===== config.mk =====
export PLATFORM = sky130hd
export DESIGN_NAME = tlcd_bus_arbiter
export DESIGN_NICKNAME = d
export VERILOG_FILES = /design/src/rtl/tlcd_bus_arbiter.sv
export SDC_FILE = /design/constraint.sdc
export NUM_CORES = 1
export LEC_CHECK = 0
export BUFFER_PORTS_ARGS = -buffer_cell sky130_fd_sc_hd__buf_2
export CORE_MARGIN = 2
export CORE_UTILIZATION = 50
export DETAILED_ROUTE_END_ITERATION = 16
export HOLD_SLACK_MARGIN = 0.08
export PLACE_DENSITY = 0.79
export REMOVE_ABC_BUFFERS = 1
export SYNTH_ARGS = -nofsm -noshare
export SYNTH_HDL_FRONTEND = slang
export SYNTH_SLANG_ARGS = --single-unit

===== constraint.sdc =====
create_clock -name CLK -period 2.17 [get_ports CLK]
set_input_delay 0.434 -clock CLK [delete_from_list [all_inputs] [get_ports CLK]]
set_output_delay 0.434 -clock CLK [all_outputs]
set_load 0.1 [all_outputs]

===== src/rtl/tlcd_bus_arbiter.sv =====
// ---------------------------------------------------------------------------
// tlcd_bus_arbiter
//
// Shares one character-LCD bus between two independent LCD masters using a
// request/grant handshake. Ownership only changes after the owner has dropped
// its request with its E line low, and every release is followed by an idle
// guard gap before the bus can be granted again.
//
// Parameters:
//   GUARD_CYCLES  idle bus cycles after each release (1..255)
//   ROUND_ROBIN   1 = alternate winner on contention, 0 = requester 0 wins
//
// Ports:
//   CLK                      system clock, rising edge
//   RESETN                   asynchronous active-low reset
//   REQ0/E0/RS0/RW0/DATA0    requester 0 request and LCD lines
//   REQ1/E1/RS1/RW1/DATA1    requester 1 request and LCD lines
//   GNT0/GNT1                registered grants, never both high
//   TLCD_E/RS/RW/DATA        registered LCD pins
//   BUSY                     high while a requester owns the bus or in guard
// ---------------------------------------------------------------------------
module tlcd_bus_arbiter #(
  parameter int unsigned GUARD_CYCLES = 4,
  parameter bit          ROUND_ROBIN  = 1'b1
) (
  input  logic       CLK,
  input  logic       RESETN,
  input  logic       REQ0,
  input  logic       E0,
  input  logic       RS0,
  input  logic       RW0,
  input  logic [7:0] DATA0,
  input  logic       REQ1,
  input  logic       E1,
  input  logic       RS1,
  input  logic       RW1,
  input  logic [7:0] DATA1,
  output logic       GNT0,
  output logic       GNT1,
  output logic       TLCD_E,
  output logic       TLCD_RS,
  output logic       TLCD_RW,
  output logic [7:0] TLCD_DATA,
  output logic       BUSY
);

  typedef enum logic [1:0] {
    ST_IDLE,
    ST_OWN0,
    ST_OWN1,
    ST_GUARD
  } state_t;

  // The guard counter counts down to zero, so it is loaded one short of the
  // number of guard cycles wanted.
  localparam logic [7:0] GUARD_LOAD = 8'(GUARD_CYCLES - 1);

  state_t     state;
  logic       last;
  logic [7:0] guard_cnt;
  logic       pick1;

  // Winner selection when arbitrating from IDLE. On contention with round
  // robin enabled, the requester that did not own the bus last time wins.
  always_comb begin
    pick1 = 1'b0;
    if (REQ0 && REQ1) begin
      pick1 = ROUND_ROBIN ? ~last : 1'b0;
    end else begin
      pick1 = REQ1;
    end
  end

  // Arbitration state machine with all pin and grant outputs registered.
  // The owner's lines are forwarded one cycle late; the owner may only leave
  // once its request and its E line are both low, so E pulses are never cut.
  always_ff @(posedge CLK or negedge RESETN) begin
    if (!RESETN) begin
      state     <= ST_IDLE;
      last      <= 1'b1;
      guard_cnt <= 8'd0;
      GNT0      <= 1'b0;
      GNT1      <= 1'b0;
      TLCD_E    <= 1'b0;
      TLCD_RS   <= 1'b0;
      TLCD_RW   <= 1'b0;
      TLCD_DATA <= 8'h00;
      BUSY      <= 1'b0;
    end else begin
      case (state)
        ST_IDLE: begin
          TLCD_E    <= 1'b0;
          TLCD_RS   <= 1'b0;
          TLCD_RW   <= 1'b0;
          TLCD_DATA <= 8'h00;
          if (REQ0 || REQ1) begin
            BUSY <= 1'b1;
            if (pick1) begin
              state <= ST_OWN1;
              GNT1  <= 1'b1;
              last  <= 1'b1;
            end else begin
              state <= ST_OWN0;
              GNT0  <= 1'b1;
              last  <= 1'b0;
            end
          end
        end

        ST_OWN0: begin
          if (!REQ0 && !E0) begin
            state     <= ST_GUARD;
            guard_cnt <= GUARD_LOAD;
            GNT0      <= 1'b0;
            TLCD_E    <= 1'b0;
            TLCD_RS   <= 1'b0;
            TLCD_RW   <= 1'b0;
            TLCD_DATA <= 8'h00;
          end else begin
            TLCD_E    <= E0;
            TLCD_RS   <= RS0;
            TLCD_RW   <= RW0;
            TLCD_DATA <= DATA0;
          end
        end

        ST_OWN1: begin
          if (!REQ1 && !E1) begin
            state     <= ST_GUARD;
            guard_cnt <= GUARD_LOAD;
            GNT1      <= 1'b0;
            TLCD_E    <= 1'b0;
            TLCD_RS   <= 1'b0;
            TLCD_RW   <= 1'b0;
            TLCD_DATA <= 8'h00;
          end else begin
            TLCD_E    <= E1;
            TLCD_RS   <= RS1;
            TLCD_RW   <= RW1;
            TLCD_DATA <= DATA1;
          end
        end

        ST_GUARD: begin
          TLCD_E    <= 1'b0;
          TLCD_RS   <= 1'b0;
          TLCD_RW   <= 1'b0;
          TLCD_DATA <= 8'h00;
          if (guard_cnt == 8'd0) begin
            state <= ST_IDLE;
            BUSY  <= 1'b0;
          end else begin
            guard_cnt <= guard_cnt - 8'd1;
          end
        end

        default: begin
          state     <= ST_IDLE;
          GNT0      <= 1'b0;
          GNT1      <= 1'b0;
          TLCD_E    <= 1'b0;
          TLCD_RS   <= 1'b0;
          TLCD_RW   <= 1'b0;
          TLCD_DATA <= 8'h00;
          BUSY      <= 1'b0;
        end
      endcase
    end
  end

endmodule


# After elaboration in Yosys (flattened, before gate mapping)
# Cells that the tools add are included.
word_totals:
  elab_cells: 78
  in_bits: 26
  reg_bits: 25
  output_inout_bits: 14
op_classes:
  add_sub_neg: 1
  n_mux: 35
  eq_ne: 10
  bitwise_logic: 1
  n_reduce_logical: 21
op_table:
  columns: ["op", "count"]
  rows:
  - ["case mux 8 bit (3 select lines)", 2]
  - ["two-way mux 8 bit", 5]
  - ["two-way mux 1 bit", 16]
  - ["AND reduction 4 bit", 4]
  - ["!= test 2 bit, second input constant", 7]
  - ["two-way mux 2 bit", 5]
  - ["case mux 1 bit (3 select lines)", 3]
  - ["zero test 8 bit", 1]
  - ["case mux 2 bit (4 select lines)", 1]
  - ["subtractor 8 x 1 -> 8 bit, second input constant", 1]
  - ["case mux 1 bit (2 select lines)", 3]
  - ["nonzero test 2 bit", 3]
  - ["== test 2 bit, second input constant", 2]
  - ["zero test 1 bit", 4]
  - ["logical AND 1 bit", 3]
  - ["AND reduction 3 bit", 1]
  - ["nonzero test 3 bit", 1]
  - ["== test 2 x 1 -> 1 bit, second input constant", 1]
  - ["zero test 2 bit", 1]
  - ["AND reduction 2 bit", 1]
  - ["OR reduction 2 bit", 1]
  - ["logical OR 1 bit", 1]
  - ["NOT 1 bit", 1]

# Logic depth before layout (Yosys ltp)
# Gate-level depths: netlist of run 1.
logic_depth:
  depth_word: 5
  depth_mapped: 7
  ltp_nobuf: 6

# Worst setup path before layout of run 1
# OpenSTA, ideal clock, no wires.
synth_path:
  path_kind: "reg2reg"
  from: "reg guard_cnt[0]"
  to: "reg state[1]"
  stages_incl_launch_ff: 7
  slack_ps: 330
  arrival_time_ps: 1712
  n_path_buf: 0
  required_ps: 2042
  setup_ps: 128
  period_less_slack_ps: 1840
  cell_sequence: "dfrtp_1 inv_1 ha_1 or3b_2 o21ai_2 nand3_1 mux2_1"
synth_via:
  elab_chain_len: 3
synth_rtl:
  columns: ["element", "line_no", "text"]
  rows:
  - ["start: declaration", "60", "logic [7:0] guard_cnt;"]
  - ["start signal: assignment", "153", "guard_cnt <= guard_cnt - 8'd1;"]
  - ["zero test 8 bit", "149", "if (guard_cnt == 8'd0) begin"]
  - ["!= test 2 bit (no source line)", null, null]
  - ["AND reduction 4 bit (no source line)", null, null]
  - ["end signal: assignment", "129", "state <= ST_GUARD;"]
  - ["end signal: assignment", "150", "state <= ST_IDLE;"]
  - ["end signal: assignment", "158", "state <= ST_IDLE;"]
  - ["end: declaration", "58", "state_t state;"]
# No other way between the ends.
# A chain may end at the register's enable or synchronous reset.

# Worst setup path in the final report of run 1
layout_path:
  from: "reg state[1]"
  to: "reg guard_cnt[4]"
layout_via:
  elab_chain_len: 3
  elab_cells_between_ends: 9
  classes_between: "eq/ne (6); mux (1); reduce/logical (2)"
layout_rtl:
  columns: ["element", "line_no", "text"]
  rows:
  - ["start signal: assignment", "79", "state <= ST_IDLE;"]
  - ["start signal: assignment", "99", "state <= ST_OWN1;"]
  - ["start signal: assignment", "103", "state <= ST_OWN0;"]
  - ["== test 2 bit / == test 2 x 1 -> 1 bit (equally long branches)", "90", "case (state)"]
  - ["!= test 2 bit (no source line) / nonzero test 3 bit (equally long branches)", null, null]
  - ["AND reduction 4 bit (no source line)", null, null]
# Several ways; a longest one is shown, not always the timed one.

==> flow_summary.toml, run 1 <==
[sta]
rsz0062_at_grt = "false"
fin_ws_ns = 0.182
finalHoldViolations = 0
max_freq_mhz = 503
worst_slew_pin_slew_ns = 0.635
setup_viol = 0
period_minus_slack_ns = 1.99
slew_viol_final = 0
relSlewSlack = 0.575
final.setup.tns_ns = 0
clock_skew_ns = 0.00791
timing.final.crit_share = 0.916

[clock_tree]
clk_latency_ns = 0.32
cts.htree.levels = 1
cts_buffers = 3
post_cts_buffers = 0
cts_tree = "yes"
cts_resized = 0
cts_hold_buf = 0
root_buffer = "clkbuf_4"
cts_sinks = 25
clockBufferDepth = 2
clk_pin_slew_ns = 0.15

[yosys]
synth_top_area_cell = "dfrtp_1"
syn-cell-area_sq_um = 1280
synth_edf_count = 0
yosys_warnings = 0
ys_ff_latch = 25
ys_async_sr_fraction = 1.00
ys_types = 32
synth.top_cells.by_count = "dfrtp_1, nand2_1, a22o_1"
post-synth-top-area-fraction = 0.470
synth_most_common_cell = "dfrtp_1"
synth_seq_area_share = 0.490
yosys-top-cells-area = "dfrtp_1, a22o_1, ha_1"
synth_top_flop_cell = "dfrtp_1"
synth_cells = 126
postSynthAreaPerCell_sq_um = 10.1

[critical_path]
crit_slowest_cell = "or3_1"
path_cells = "inv_1, ha_1, o21a_1, or3_1, o41ai_1, a22o_1"
slowest_delay_ns = 0.53
cp.buffers_inverters = 1
path_class = "reg2reg"
crit_fanout = 12
startpoint_type = "flop"
crit_start = "state[1]"
r2r_setup_slack_ns = 0.18
critPathTopFamily = "compound AO/OA/AOI/OAI gates"
setup.worst_path.end_class = "flop"
required_ns = 2.44
arrival_ns = 2.25
r2r_start = "state[1]"

[grt]
grt_pass1_wl_microns = 4570
grt_pass1_vias = 1053
grt_max_degree = 26
overflow = 0
antenna_found_initial = 0
track_usage = 0.213

[floorplanning]
die_h_microns = 54.6
die_w_microns = 54.6
rows = 18
initial_utilization = 0.521
dieArea_sq_um = 2980
ios = 40
core_region_area_sq_um = 2450

[power_and_ir_drop]
powerDensity_nw_per_um2 = 1620
ir_drop_mv = 1.20
intPower_mw = 1.06
seqPwrFrac = 0.285
p_sw_frac = 0.572
switchingPower_mw = 1.42
comb_power_share = 0.628
p_leak_nw = 0.769
clkPwrFrac = 0.087

[cells_and_area]
drive_gt1_frac = 0.301
fin_cells = 196
syn_to_final_growth_pct = 20.0
antenna_cells = 0
nets = 200

[drt]
wl_per_cell_microns = 14.2
drtAntennaViolNets = 0
drc = 0
drt_iter0_drc = 28
wirelength_microns = 2780
vias = 1100
drt_pass1_iterations = 4
drt-vias-per-instance = 5.61

[placed_design]
place.detailed.hpwl_microns = 2180
numPortBuffers = 39
dp_slack_ns = 0.206
place_inst = 192
gp_congestion = 0.783

[run_status]
status = "complete, no violations"

[run]
drv_cap = 0

[worst_hold_path]
hp-class = "in2async"
-- metal layers --
| layer | global-route usage | part of all wire | vias to the layer above |
|---|---|---|---|
| met3 | 0.0273 | 0.040 | 0 |
| met5 | 0 | 0 | - |
| met4 | 0.0875 | 0 | 0 |
| li1 | - | - | 541 |
| met1 | 0.266 | 0.41 | 530 |
| met2 | 0.369 | 0.55 | 29 |
-- registers in the layout (all words and copies together) (netlist names) --
name and cells:
guard_cnt 8, BUSY 1, last 1, GNT1 1, state 2, TLCD_DATA 8, TLCD_RS 1, GNT0 1
TLCD_E 1, TLCD_RW 1
-- cell families after synthesis --
logic type,share of synthesized area
muxes,0.0166
AOI/OAI and AO/OA,0.231
adders and majority gates,0.0685
and+or+nand+nor,0.159
DFF,0.490
buffers and inverters,0.0352
-- worst register-to-register path: cells and delay by family, from the launching register on --
family	cells	cell delay, ns
AND/OR/NAND/NOR	1	0.53
adder cells (fa/ha/maj)	1	0.24
buffers and inverters	1	0.10
flip-flops	1	0.42
AO/OA/AOI/OAI	3	0.64
-- final cells by class --
cell class | instances | area, sq um
Clock inverter | 1 | 7.51
Sequential cell | 25 | 627
Fill cell | 215 | 921
Timing Repair Buffer | 40 | 203
Multi-Input combinational cell | 89 | 607
Inverter | 8 | 30.0
Tap cell | 30 | 37.5
Clock buffer | 3 | 22.5
-- cells in the final DEF (no fill, tap or decap), types with 2 or more instances in the layout --
cell / netlist / layout
buf_2: 0 / 39
dfrtp_1: 24 / 24
nand2_1: 13 / 13
a22o_1: 11 / 11
inv_1: 8 / 8
o21ai_0: 8 / 8
ha_1: 7 / 7
nor2_1: 6 / 6
a21oi_1: 5 / 5
nor3_1: 5 / 5
a31oi_1: 3 / 3
nand4b_1: 3 / 3
clkbuf_4: 0 / 3
o21a_1: 2 / 2
nand3_1: 2 / 2
o2bb2ai_1: 2 / 2
or3_1: 2 / 2
nand2b_1: 2 / 2
o221ai_1: 2 / 2
o31ai_1: 2 / 2
nor2b_1: 2 / 2
a311oi_1: 2 / 2
-- metrics by stage --
| step | util | hold WS, ns | total power, mW | cell area, sq um |
|---|---|---|---|---|
| finish | 0.625 | 0.0759 | 2.48 | 1530 |
| global route | 0.625 | 0.111 | 2.65 | 1530 |
| CTS | 0.625 | 0.0896 | 2.49 | 1530 |
| detailed placement | 0.613 | 0.458 | 2.28 | 1500 |
| global placement | 0.613 | 0.448 | 2.22 | 1500 |
| floorplan | - | 0.138 | 1.97 | 1260 |
-- path summary, 6_finish.rpt --
kind,endpoint,cells past startpoint
worst min register to register,BUSY,1
max in group asynchronous,last,1
worst min-delay path,TLCD_DATA[1],1
min in group CLK,last,2
worst max-delay path,guard_cnt[4],6
worst max register to register,guard_cnt[4],6
-- power groups by stage --
| stage | logic [mW] | clock network (mW) | registers, mW |
|---|---|---|---|
| final | 1.56 | 0.215 | 0.707 |
| after global routing | 1.68 | 0.241 | 0.729 |
| after CTS | 1.56 | 0.222 | 0.709 |
| after detailed placement | 1.56 | 0 | 0.719 |
| after global placement | 1.52 | 0 | 0.706 |
| after floorplan | 0.570 | 0 | 1.40 |
No activity file was read; power rests on OpenSTA's default activity.
==> run 2, diff against run 1 <==
--- a/config.mk
+++ b/config.mk
@@ -7,10 +7,10 @@
 export LEC_CHECK = 0
 export BUFFER_PORTS_ARGS = -buffer_cell sky130_fd_sc_hd__buf_2
 export CORE_MARGIN = 2
-export CORE_UTILIZATION = 50
+export CORE_UTILIZATION = 44
 export DETAILED_ROUTE_END_ITERATION = 16
 export HOLD_SLACK_MARGIN = 0.08
-export PLACE_DENSITY = 0.79
+export PLACE_DENSITY = 0.71
 export REMOVE_ABC_BUFFERS = 1
 export SYNTH_ARGS = -nofsm -noshare
 export SYNTH_HDL_FRONTEND = slang
==> constraint.sdc (replaced) <==
create_clock -name CLK -period 2.17 [get_ports CLK]
set_input_delay 0.217 -clock CLK [delete_from_list [all_inputs] [get_ports CLK]]
set_output_delay 0.217 -clock CLK [all_outputs]
set_load 0.1 [all_outputs]
==> run 2 against run 1 <==
Hold slack better by 0.024 ns. Wire length grew 5.1%. Utilization fell by 4.9 points.
==> flow_summary.toml, run 2 (same netlist as run 1, synthesis figures left out) <==
[sta]
finalHoldViolations = 0
fin_ws_ns = 0.163
final.setup.tns_ns = 0
clock_skew_ns = 0.000970
worst_slew_pin_slew_ns = 0.569
setup_viol = 0
max_freq_mhz = 498
timing.final.crit_share = 0.925
slew_viol_final = 0
rsz0062_at_grt = "false"
relSlewSlack = 0.620
period_minus_slack_ns = 2.01

[power_and_ir_drop]
clkPwrFrac = 0.086
seqPwrFrac = 0.281
ir_drop_mv = 1.40
p_leak_nw = 0.791
switchingPower_mw = 1.43
intPower_mw = 1.09
comb_power_share = 0.633
powerDensity_nw_per_um2 = 1590
p_sw_frac = 0.568

[critical_path]
crit_slowest_cell = "or3b_2"
crit_fanout = 4
reg2reg_to = "state[1]"
required_ns = 2.39
r2r_start = "guard_cnt[0]"
path_cells = "inv_1, ha_1, or3b_2, o21ai_2, nand3_1, mux2_1"
slowest_delay_ns = 0.51
arrival_ns = 2.23
r2r_setup_slack_ns = 0.16
crit_start = "guard_cnt[0]"
startpoint_type = "flop"
path_class = "reg2reg"
setup.worst_path.end_class = "flop"
critical_path.endpoint = "state[1]"
worst_r2r_path_depth = 6

[grt]
grt_pass1_wl_microns = 4970
overflow = 0
track_usage = 0.191
grt_max_degree = 26
antenna_found_initial = 0
grt_pass1_vias = 1083

[placed_design]
place.detailed.hpwl_microns = 2200
numPortBuffers = 39
gp_congestion = 0.835
dp_slack_ns = 0.174

[worst_hold_path]
hp-class = "in2reg"

[cells_and_area]
fill_cells = 235
final_common_cell = "buf_2"
nets = 205
antenna_cells = 0
drive_gt1_frac = 0.304
layout.area.seq_sq_um = 627
fin_util = 0.576
syn_to_final_growth_pct = 24.2
largest_registers = "TLCD_DATA (8), guard_cnt (8), state (2)"
multi_input_area_sq_um = 612
layout_common_cells = "buf_2, dfrtp_1, nand2_1, a22o_1"

[clock_tree]
root_buffer = "clkbuf_4"
clk_latency_ns = 0.32
clockBufferDepth = 2
cts_sinks = 25
cts_tree = "yes"
clk_pin_slew_ns = 0.14
cts.htree.levels = 1
post_cts_buffers = 0
cts_buffers = 3

[floorplanning]
rows = 19
ios = 40
core_region_area_sq_um = 2760
dieArea_sq_um = 3350
initial_utilization = 0.464
die_w_microns = 57.9
die_h_microns = 57.9

[drt]
drt_pass1_iterations = 4
drt-vias-per-instance = 5.62
vias = 1136
drc = 0
wl_per_cell_microns = 14.5
wirelength_microns = 2930
drtAntennaViolNets = 0
drt_iter0_drc = 27

[run_status]
status = "complete, no violations"

[run]
drv_cap = 0
[run 2: changes by cell type in the layout (fill, tap and decap cells not counted), sizes merged]
cell | before | now
buf | 40 | 41
dlygate4sd3 | 0 | 4
[run 2: power by group through the flow]
stage | clock network [mW] | registers [mW] | logic, mW
final | 0.216 | 0.707 | 1.59
after global routing | 0.246 | 0.728 | 1.71
after CTS | 0.227 | 0.706 | 1.58
after detailed placement | 0 | 0.717 | 1.58
after global placement | 0 | 0.707 | 1.54
after floorplan | 0 | 1.40 | 0.570
[run 2: repair_timing]
action | CTS | global route
resized for setup | 0 | 1
hold buffers | 2 | 2
setup endpoints to repair | 0 | 3
endpoints found under the hold margin | 25 | 1
[run 2: layer usage]
layer	wire length (microns)	vias to the layer above	global-route usage
met1	1250	550	0.244
met4	43	0	0.0731
met2	1500	32	0.321
met5	0	-	0
li1	-	550	-
met3	129	4	0.0357
[run 2: area by class of cell]
cell class                 count  share of cell area
clock buffer                   3              0.0142
clock inverter                 1             0.00473
inverter                       8              0.0189
multi-input combinational     89               0.385
sequential                    25               0.395
tap                           31              0.0244
timing repair buffer          45               0.158
[run 2: worst min-delay path by stage]
stage / start / end / depth (start not counted) / slack [ns]
floorplan: RESETN / BUSY / 0 / -0.08
global placement: RESETN / guard_cnt[7] / 1 / 0.23
detailed placement: RESETN / guard_cnt[3] / 1 / 0.24
CTS: DATA1[6] / TLCD_DATA[6] / 2 / 0.09
global route: DATA1[4] / TLCD_DATA[4] / 2 / 0.08
finish: DATA1[4] / TLCD_DATA[4] / 2 / 0.10
[run 2: per-stage QoR]
stage / area, sq um / std cells / power, mW / hold slack [ns]
detailed placement: 1510 / 194 / 2.29 / 0.240
CTS: 1560 / 200 / 2.51 / 0.0908
global placement: 1510 / 194 / 2.24 / 0.234
floorplan: 1260 / 122 / 1.97 / -0.0786
finish: 1590 / 202 / 2.52 / 0.100
global route: 1590 / 202 / 2.69 / 0.0816
[run 2: critical path: cells and delay by family, from the launching register on]
| kind | cells | cell delay, ns |
|---|---|---|
| muxes | 1 | 0.34 |
| AOI/OAI and AO/OA | 1 | 0.19 |
| DFF | 1 | 0.44 |
| buffers and inverters | 1 | 0.11 |
| and+or+nand+nor | 2 | 0.66 |
| adders and majority gates | 1 | 0.17 |
